### src/rtl/z80_pkg.sv
// Shared constants and types for the Z80 interrupt daisy-chain controller and its RETI decoder.
package z80_pkg;

    localparam int unsigned BYTE_W = 8;

    localparam logic [BYTE_W-1:0] OP_ED            = 8'hED;
    localparam logic [BYTE_W-1:0] OP_RETI          = 8'h4D;
    localparam logic [BYTE_W-1:0] SPURIOUS_VEC_DEF = 8'hFF;

    typedef enum logic {
        RETI_IDLE,
        RETI_GOT_ED
    } reti_state_e;

endpackage

### src/rtl/z80_int_daisy_if.sv
// CPU bus and peripheral interrupt signals of the daisy-chain controller.
interface z80_int_daisy_if #(
    parameter int unsigned N = 4
);
    logic             m1_n;
    logic             iorq_n;
    logic             rd_n;
    logic [7:0]       cpu_din;
    logic [N-1:0]     irq_req;
    logic [8*N-1:0]   irq_vec;
    logic             int_n;
    logic             oe;
    logic [7:0]       dout;
    logic [N-1:0]     int_ack;
    logic [N-1:0]     int_reti;
    logic [N-1:0]     in_service;

    modport slave (
        input  m1_n, iorq_n, rd_n, cpu_din, irq_req, irq_vec,
        output int_n, oe, dout, int_ack, int_reti, in_service
    );

    modport master (
        output m1_n, iorq_n, rd_n, cpu_din, irq_req, irq_vec,
        input  int_n, oe, dout, int_ack, int_reti, in_service
    );
endinterface

### src/rtl/z80_reti_decoder.sv
// Watches M1 opcode fetches for the ED 4D (RETI) sequence; one strobe per fetch
// regardless of how many cycles the fetch is stretched.
module z80_reti_decoder
    import z80_pkg::*;
(
    input  logic              clk,
    input  logic              rst_n,
    input  logic              clk_en_i,
    input  logic              m1_n_i,
    input  logic              rd_n_i,
    input  logic [BYTE_W-1:0] din_i,
    output logic              reti_evt_c
);

    reti_state_e state_q, state_d;
    logic        fetch_q, fetch_d;
    logic        fetch;
    logic        strobe;

    assign fetch  = ~m1_n_i & ~rd_n_i;
    assign strobe = clk_en_i & fetch & ~fetch_q;

    always_ff @(posedge clk or negedge rst_n) begin
        if (!rst_n) begin
            state_q <= RETI_IDLE;
            fetch_q <= 1'b0;
        end else begin
            state_q <= state_d;
            fetch_q <= fetch_d;
        end
    end

    always_comb begin
        state_d    = state_q;
        fetch_d    = fetch_q;
        reti_evt_c = 1'b0;
        if (clk_en_i) begin
            fetch_d = fetch;
        end
        if (strobe) begin
            case (state_q)
                RETI_IDLE: begin
                    if (din_i == OP_ED) state_d = RETI_GOT_ED;
                end
                RETI_GOT_ED: begin
                    if (din_i == OP_RETI) begin
                        reti_evt_c = 1'b1;
                        state_d    = RETI_IDLE;
                    end else if (din_i == OP_ED) begin
                        state_d = RETI_GOT_ED;
                    end else begin
                        state_d = RETI_IDLE;
                    end
                end
                default: state_d = RETI_IDLE;
            endcase
        end
    end

endmodule

### src/rtl/z80_int_daisy.sv
// Fixed-priority interrupt scheduler replacing the Z80 IEI/IEO chain: drives int_n,
// supplies the acknowledge vector and retires in-service levels on RETI.
module z80_int_daisy
    import z80_pkg::*;
#(
    parameter int unsigned       N            = 4,
    parameter logic [BYTE_W-1:0] SPURIOUS_VEC = SPURIOUS_VEC_DEF
) (
    input  logic            clock,
    input  logic            reset_n,
    input  logic            clock_ena,
    z80_int_daisy_if.slave  bus
);

    logic [N-1:0]      in_service_q, in_service_d;
    logic [N-1:0]      int_ack_q, int_ack_d;
    logic [N-1:0]      int_reti_q, int_reti_d;
    logic              int_n_q, int_n_d;
    logic              intack_q, intack_d;
    logic              lat_valid_q, lat_valid_d;
    logic [BYTE_W-1:0] lat_vec_q, lat_vec_d;

    logic              intack;
    logic              intack_rise;
    logic              reti_evt;
    logic [N-1:0]      elig;
    logic [N-1:0]      win_oh;
    logic [N-1:0]      clr_oh;
    logic [BYTE_W-1:0] win_vec;
    logic              any_elig;
    logic              blocked;
    logic              win_found;
    logic              clr_found;

    assign intack      = ~bus.m1_n & ~bus.iorq_n;
    assign intack_rise = intack & ~intack_q;

    z80_reti_decoder u_reti (
        .clk        (clock),
        .rst_n      (reset_n),
        .clk_en_i   (clock_ena),
        .m1_n_i     (bus.m1_n),
        .rd_n_i     (bus.rd_n),
        .din_i      (bus.cpu_din),
        .reti_evt_c (reti_evt)
    );

    // A device is blocked by its own or any higher-priority in-service level.
    always_comb begin
        elig      = '0;
        win_oh    = '0;
        clr_oh    = '0;
        win_vec   = SPURIOUS_VEC;
        blocked   = 1'b0;
        win_found = 1'b0;
        clr_found = 1'b0;
        for (int i = 0; i < N; i++) begin
            blocked = blocked | in_service_q[i];
            elig[i] = bus.irq_req[i] & ~blocked;
            if (elig[i] && !win_found) begin
                win_found = 1'b1;
                win_oh[i] = 1'b1;
                win_vec   = bus.irq_vec[i*BYTE_W +: BYTE_W];
            end
            if (in_service_q[i] && !clr_found) begin
                clr_found = 1'b1;
                clr_oh[i] = 1'b1;
            end
        end
        any_elig = win_found;
    end

    // RETI clear is applied before the acknowledge set, so a same-bit collision leaves it set.
    always_comb begin
        in_service_d = in_service_q;
        int_ack_d    = int_ack_q;
        int_reti_d   = int_reti_q;
        int_n_d      = int_n_q;
        intack_d     = intack_q;
        lat_valid_d  = lat_valid_q;
        lat_vec_d    = lat_vec_q;
        if (clock_ena) begin
            int_ack_d  = '0;
            int_reti_d = '0;
            intack_d   = intack;
            int_n_d    = ~any_elig;
            if (reti_evt && clr_found) begin
                in_service_d = in_service_d & ~clr_oh;
                int_reti_d   = clr_oh;
            end
            if (intack_rise) begin
                lat_valid_d = any_elig;
                lat_vec_d   = win_vec;
                if (any_elig) begin
                    in_service_d = in_service_d | win_oh;
                    int_ack_d    = win_oh;
                    int_n_d      = 1'b1;
                end
            end else if (!intack) begin
                lat_valid_d = 1'b0;
            end
        end
    end

    always_ff @(posedge clock or negedge reset_n) begin
        if (!reset_n) begin
            in_service_q <= '0;
            int_ack_q    <= '0;
            int_reti_q   <= '0;
            int_n_q      <= 1'b1;
            intack_q     <= 1'b0;
            lat_valid_q  <= 1'b0;
            lat_vec_q    <= SPURIOUS_VEC;
        end else begin
            in_service_q <= in_service_d;
            int_ack_q    <= int_ack_d;
            int_reti_q   <= int_reti_d;
            int_n_q      <= int_n_d;
            intack_q     <= intack_d;
            lat_valid_q  <= lat_valid_d;
            lat_vec_q    <= lat_vec_d;
        end
    end

    assign bus.int_n      = int_n_q;
    assign bus.int_ack    = int_ack_q;
    assign bus.int_reti   = int_reti_q;
    assign bus.in_service = in_service_q;
    assign bus.oe         = intack & lat_valid_q;
    assign bus.dout       = (intack & lat_valid_q) ? lat_vec_q : SPURIOUS_VEC;

endmodule

### src/flat_wrapper.sv
// flat-port wrapper written by rule: the top's interface ports become plain ports
module z80_int_daisy_flat import z80_pkg::*;
#(
    parameter int unsigned       N            = 4,
    parameter logic [BYTE_W-1:0] SPURIOUS_VEC = SPURIOUS_VEC_DEF
)
  (clock, reset_n, clock_ena, bus_m1_n, bus_iorq_n, bus_rd_n, bus_cpu_din, bus_irq_req, bus_irq_vec, bus_int_n, bus_oe, bus_dout, bus_int_ack, bus_int_reti, bus_in_service);
  z80_int_daisy_if #(.N(N)) bus_i ();
  input  logic clock;
  input  logic reset_n;
  input  logic clock_ena;
  input wire logic [$bits(bus_i.m1_n)-1:0] bus_m1_n;
  input wire logic [$bits(bus_i.iorq_n)-1:0] bus_iorq_n;
  input wire logic [$bits(bus_i.rd_n)-1:0] bus_rd_n;
  input wire logic [$bits(bus_i.cpu_din)-1:0] bus_cpu_din;
  input wire logic [$bits(bus_i.irq_req)-1:0] bus_irq_req;
  input wire logic [$bits(bus_i.irq_vec)-1:0] bus_irq_vec;
  output wire logic [$bits(bus_i.int_n)-1:0] bus_int_n;
  output wire logic [$bits(bus_i.oe)-1:0] bus_oe;
  output wire logic [$bits(bus_i.dout)-1:0] bus_dout;
  output wire logic [$bits(bus_i.int_ack)-1:0] bus_int_ack;
  output wire logic [$bits(bus_i.int_reti)-1:0] bus_int_reti;
  output wire logic [$bits(bus_i.in_service)-1:0] bus_in_service;
  assign bus_i.m1_n = bus_m1_n;
  assign bus_i.iorq_n = bus_iorq_n;
  assign bus_i.rd_n = bus_rd_n;
  assign bus_i.cpu_din = bus_cpu_din;
  assign bus_i.irq_req = bus_irq_req;
  assign bus_i.irq_vec = bus_irq_vec;
  assign bus_int_n = bus_i.int_n;
  assign bus_oe = bus_i.oe;
  assign bus_dout = bus_i.dout;
  assign bus_int_ack = bus_i.int_ack;
  assign bus_int_reti = bus_i.int_reti;
  assign bus_in_service = bus_i.in_service;
  z80_int_daisy #(.N(N), .SPURIOUS_VEC(SPURIOUS_VEC)) u_core (.clock(clock), .reset_n(reset_n), .clock_ena(clock_ena), .bus(bus_i));
endmodule
### config.mk
export PLATFORM = sky130hd
export DESIGN_NAME = z80_int_daisy_flat
export DESIGN_NICKNAME = d
export VERILOG_FILES = /design/src/rtl/z80_pkg.sv /design/src/rtl/z80_int_daisy_if.sv /design/src/rtl/z80_reti_decoder.sv /design/src/rtl/z80_int_daisy.sv /design/src/flat_wrapper.sv
export SDC_FILE = /design/constraint.sdc
export NUM_CORES = 1
export LEC_CHECK = 0
export BUFFER_PORTS_ARGS = -buffer_cell sky130_fd_sc_hd__buf_2
export CELL_PAD_IN_SITES_DETAIL_PLACEMENT = 1
export CELL_PAD_IN_SITES_GLOBAL_PLACEMENT = 1
export CORE_ASPECT_RATIO = 0.7
export CORE_UTILIZATION = 29
export CTS_CLUSTER_DIAMETER = 120
export DETAILED_ROUTE_END_ITERATION = 10
export GPL_TIMING_DRIVEN = 0
export PLACE_DENSITY_LB_ADDON = 0.1
export SYNTH_ARGS = -nofsm -noshare
export SYNTH_HDL_FRONTEND = slang
export SYNTH_HIERARCHICAL = 1
export SYNTH_SLANG_ARGS = --single-unit
### constraint.sdc
create_clock -name clock -period 1.9 [get_ports clock]
set_clock_uncertainty 0.2 [all_clocks]
set_input_delay 0.38 -clock clock [delete_from_list [all_inputs] [get_ports clock]]
set_output_delay 0.38 -clock clock [all_outputs]
set_load 0.1 [all_outputs]
==> results.cfg <==
[cts]
clk_latency_ns = 0.28
cts_buffers = 3
root_buffer = clkbuf_8
cts_tree = done
clockBufferDepth = 2
h-tree-depth = 1
cts_sinks = 25
clkTransAtPathRegs_ns = 0.09

[yosys]
ys_ff_latch = 25
synth_compound_area_frac = 0.2295
synth_area_leaders = dfrtp_1 (29%), dfstp_2 (17%), o2bb2ai_1 (7.7%)
synth.most_common_cell = nand2_1
syn_area_per_cell_um2 = 9.767
synth-main-ff-cell = dfrtp_1
synthesis.nets = 189
netlist_instances = 139
synth_xor_area_frac = 0
synth.distinct_cells = 31
synth_commonest_cells = nand2_1 (17), dfrtp_1 (16), nand2b_1 (12), o2bb2ai_1 (12)
muxShareOfSynthArea = 0.01659
synth_edf_count = 0
yosys_warnings = 6
yosysSeqAreaShare = 0.4691
yosys.area_share.simple = 0.2442
synth_top_area_frac = 0.2949
synthesis.area_mm2 = 0.001358
yosysTopAreaCell = dfrtp_1
synth_top_family_by_area = simple AND/OR/NAND/NOR gates
async_reset_ff_frac = 1.000
synth_fa_ha_area_frac = 0

[floorplan]
die-area_mm2 = 0.004963
fp.dieH_um = 59.25
fp.dieW_um = 83.78
start_util = 0.3082
core_mm2 = 0.004404
io_pins = 72
fp-row-count = 20

[global_route]
grt_overflow = 0
first_global_vias = 1574
grt_first_pass_wirelength_um = 8079
grt_use_total = 0.2167
grt_max_degree = 26
antenna_found_initial = 0

[drt]
first_pass_iters = 4
drtIter0Drc = 62
vias_per_cell = 5.165
ant_nets = 0
vias = 1472
routed_wirelength_um = 4983
drc = 0
wl_per_cell_um = 17.48

[final_layout]
areaGrowthSynthToFinish_pct = 62.49
nets = 281
antennaDiodeCount = 0
layout-drive-gt1-share = 0.5739
final_core_util = 0.5009

[timing]
fmax_ghz = 0.5002
fin_ws_ns = -0.09929
finalCritPeriodShare = 1.052
slew_headroom = 0.6090
tightest_slew_ns = 0.5864
slew_violations = 0
setup_violations = 7
finalHoldViolCount = 0
rsz0062_at_grt = true
fin_crit_ns = 1.999

[run]
cap_violations = 0

[power]
vdd_drop_max_v = 0.0003994
leakage_nw = 1.015
p_per_area_mw_per_mm2 = 768.8

[setup_path]
crit_type = reg2reg
rr_worst_depth = 6
path_cells = or4b_4, nor3_4, nand2_1, or3_4, o21ai_2, nand2_1
slowest_stage = or4b_4
worstSetupEndpointType = flip-flop
crit_fanout = 4
cp.required_ns = 1.88
cp.arrival_ns = 1.98
worstSetupStartpointType = flip-flop
cp_common_cell = nand2_1
cpPeakStageDelay_ns = 0.51

[placed_design]
pre_cts_slack_ns = -0.4233
io_buffers = 71
gp_congestion = 0.7757
dp_hpwl_um = 3636

[hold_path]
hold_depth = 3
hold_path.class = in2reg

[run_status]
outcome = finished, violations left
violations = setup timing
==> kinds of logic after synthesis <==
group / after synthesis
AOI/OAI and AO/OA: 43
muxes: 2
buffers and inverters: 13
and+or+nand+nor: 56
DFF: 25
==> worst paths after layout <==
check	from	end	slack, ns
max	u_core/u_reti/fetch_q	u_core/bus.in_service[3]	-0.1
min	bus_irq_vec[26]	u_core/lat_vec_q[2]	0.13
max reg2reg	u_core/u_reti/fetch_q	u_core/bus.in_service[3]	-0.1
min reg2reg	u_core/u_reti/state_q	u_core/u_reti/state_q	0.30
max in group asynchronous	reset_n	u_core/bus.in_service[2]	0.63
min in group asynchronous	reset_n	u_core/u_reti/fetch_q	0.43
==> placed cells by master (no fill, tap or decap), drive strengths merged, types with 3 or more instances in the layout <==
master   instances
nand2           17
nand3b           3
o2bb2ai         12
o21ai            7
nor2             5
nand3            9
nand2b          12
dfrtp           16
o22ai            9
dfstp            9
clkbuf           5
buf             89
inv              7
o211ai           8
==> sequential cells by signal (all words and copies together), names as in the netlist, 4 cells and up <==
signal                 flops
u_core/lat_vec_q           8
u_core/bus.in_service      4
u_core/bus.int_ack         4
u_core/bus.int_reti        4
==> critical path, delay by kind of cell, from the launching register on <==
family          cells  cell delay, ns
compound gates      1            0.12
flops               1            0.38
simple gates        5            1.19
==> power by group <==
group / leakage [nW] / switching [mW] / internal [mW]
sequential: 0.304 / 0.0675 / 0.651
clock: 0.0255 / 0.187 / 0.148
combinational: 0.685 / 0.435 / 0.208
total: 1.01 / 0.690 / 1.01
==> per-layer routing <==
| metal | wire (µm) | GRT usage |
|---|---|---|
| met1 | 2125 | 0.2700 |
| met2 | 2572 | 0.3961 |
| met3 | 225 | 0.04457 |
| met4 | 59 | 0.04600 |
| met5 | 0 | 0 |
==> metrics by stage <==
step                power (mW)  setup TNS, ns  instance area (µm²)  instances  hold slack, ns
finish                   1.696        -0.4375                 2206        285          0.1338
floorplan                1.143         -6.822                 1413        139         -0.1156
detailed placement       1.319         -6.979                 1837        265          0.2234
CTS                      1.699        -0.7364                 2188        281          0.1288
global placement         1.294         -6.301                 1837        265          0.2090
global route             1.784         -1.703                 2206        285          0.1387
==> cell type report <==
cell class                      count  area, µm²
Clock buffer                        3      41.29
Timing Repair Buffer               88      620.6
Fill cell                         517       2198
Multi-Input combinational cell    101      765.7
Inverter                            8      30.03
Buffer                              4      27.53
Clock inverter                      1      5.005
Sequential cell                    25      646.9
Tap cell                           55      68.82
==> what timing repair did <==
item,4_1_cts,5_1_grt
endpoints found under the hold margin,16,0
setup buffers,11,6
pin swaps,2,3
gates resized for setup,48,6
gates cloned,1,0
endpoints found under the setup margin,27,29
hold buffers,1,0
No activity file was read; power rests on OpenSTA's default activity.
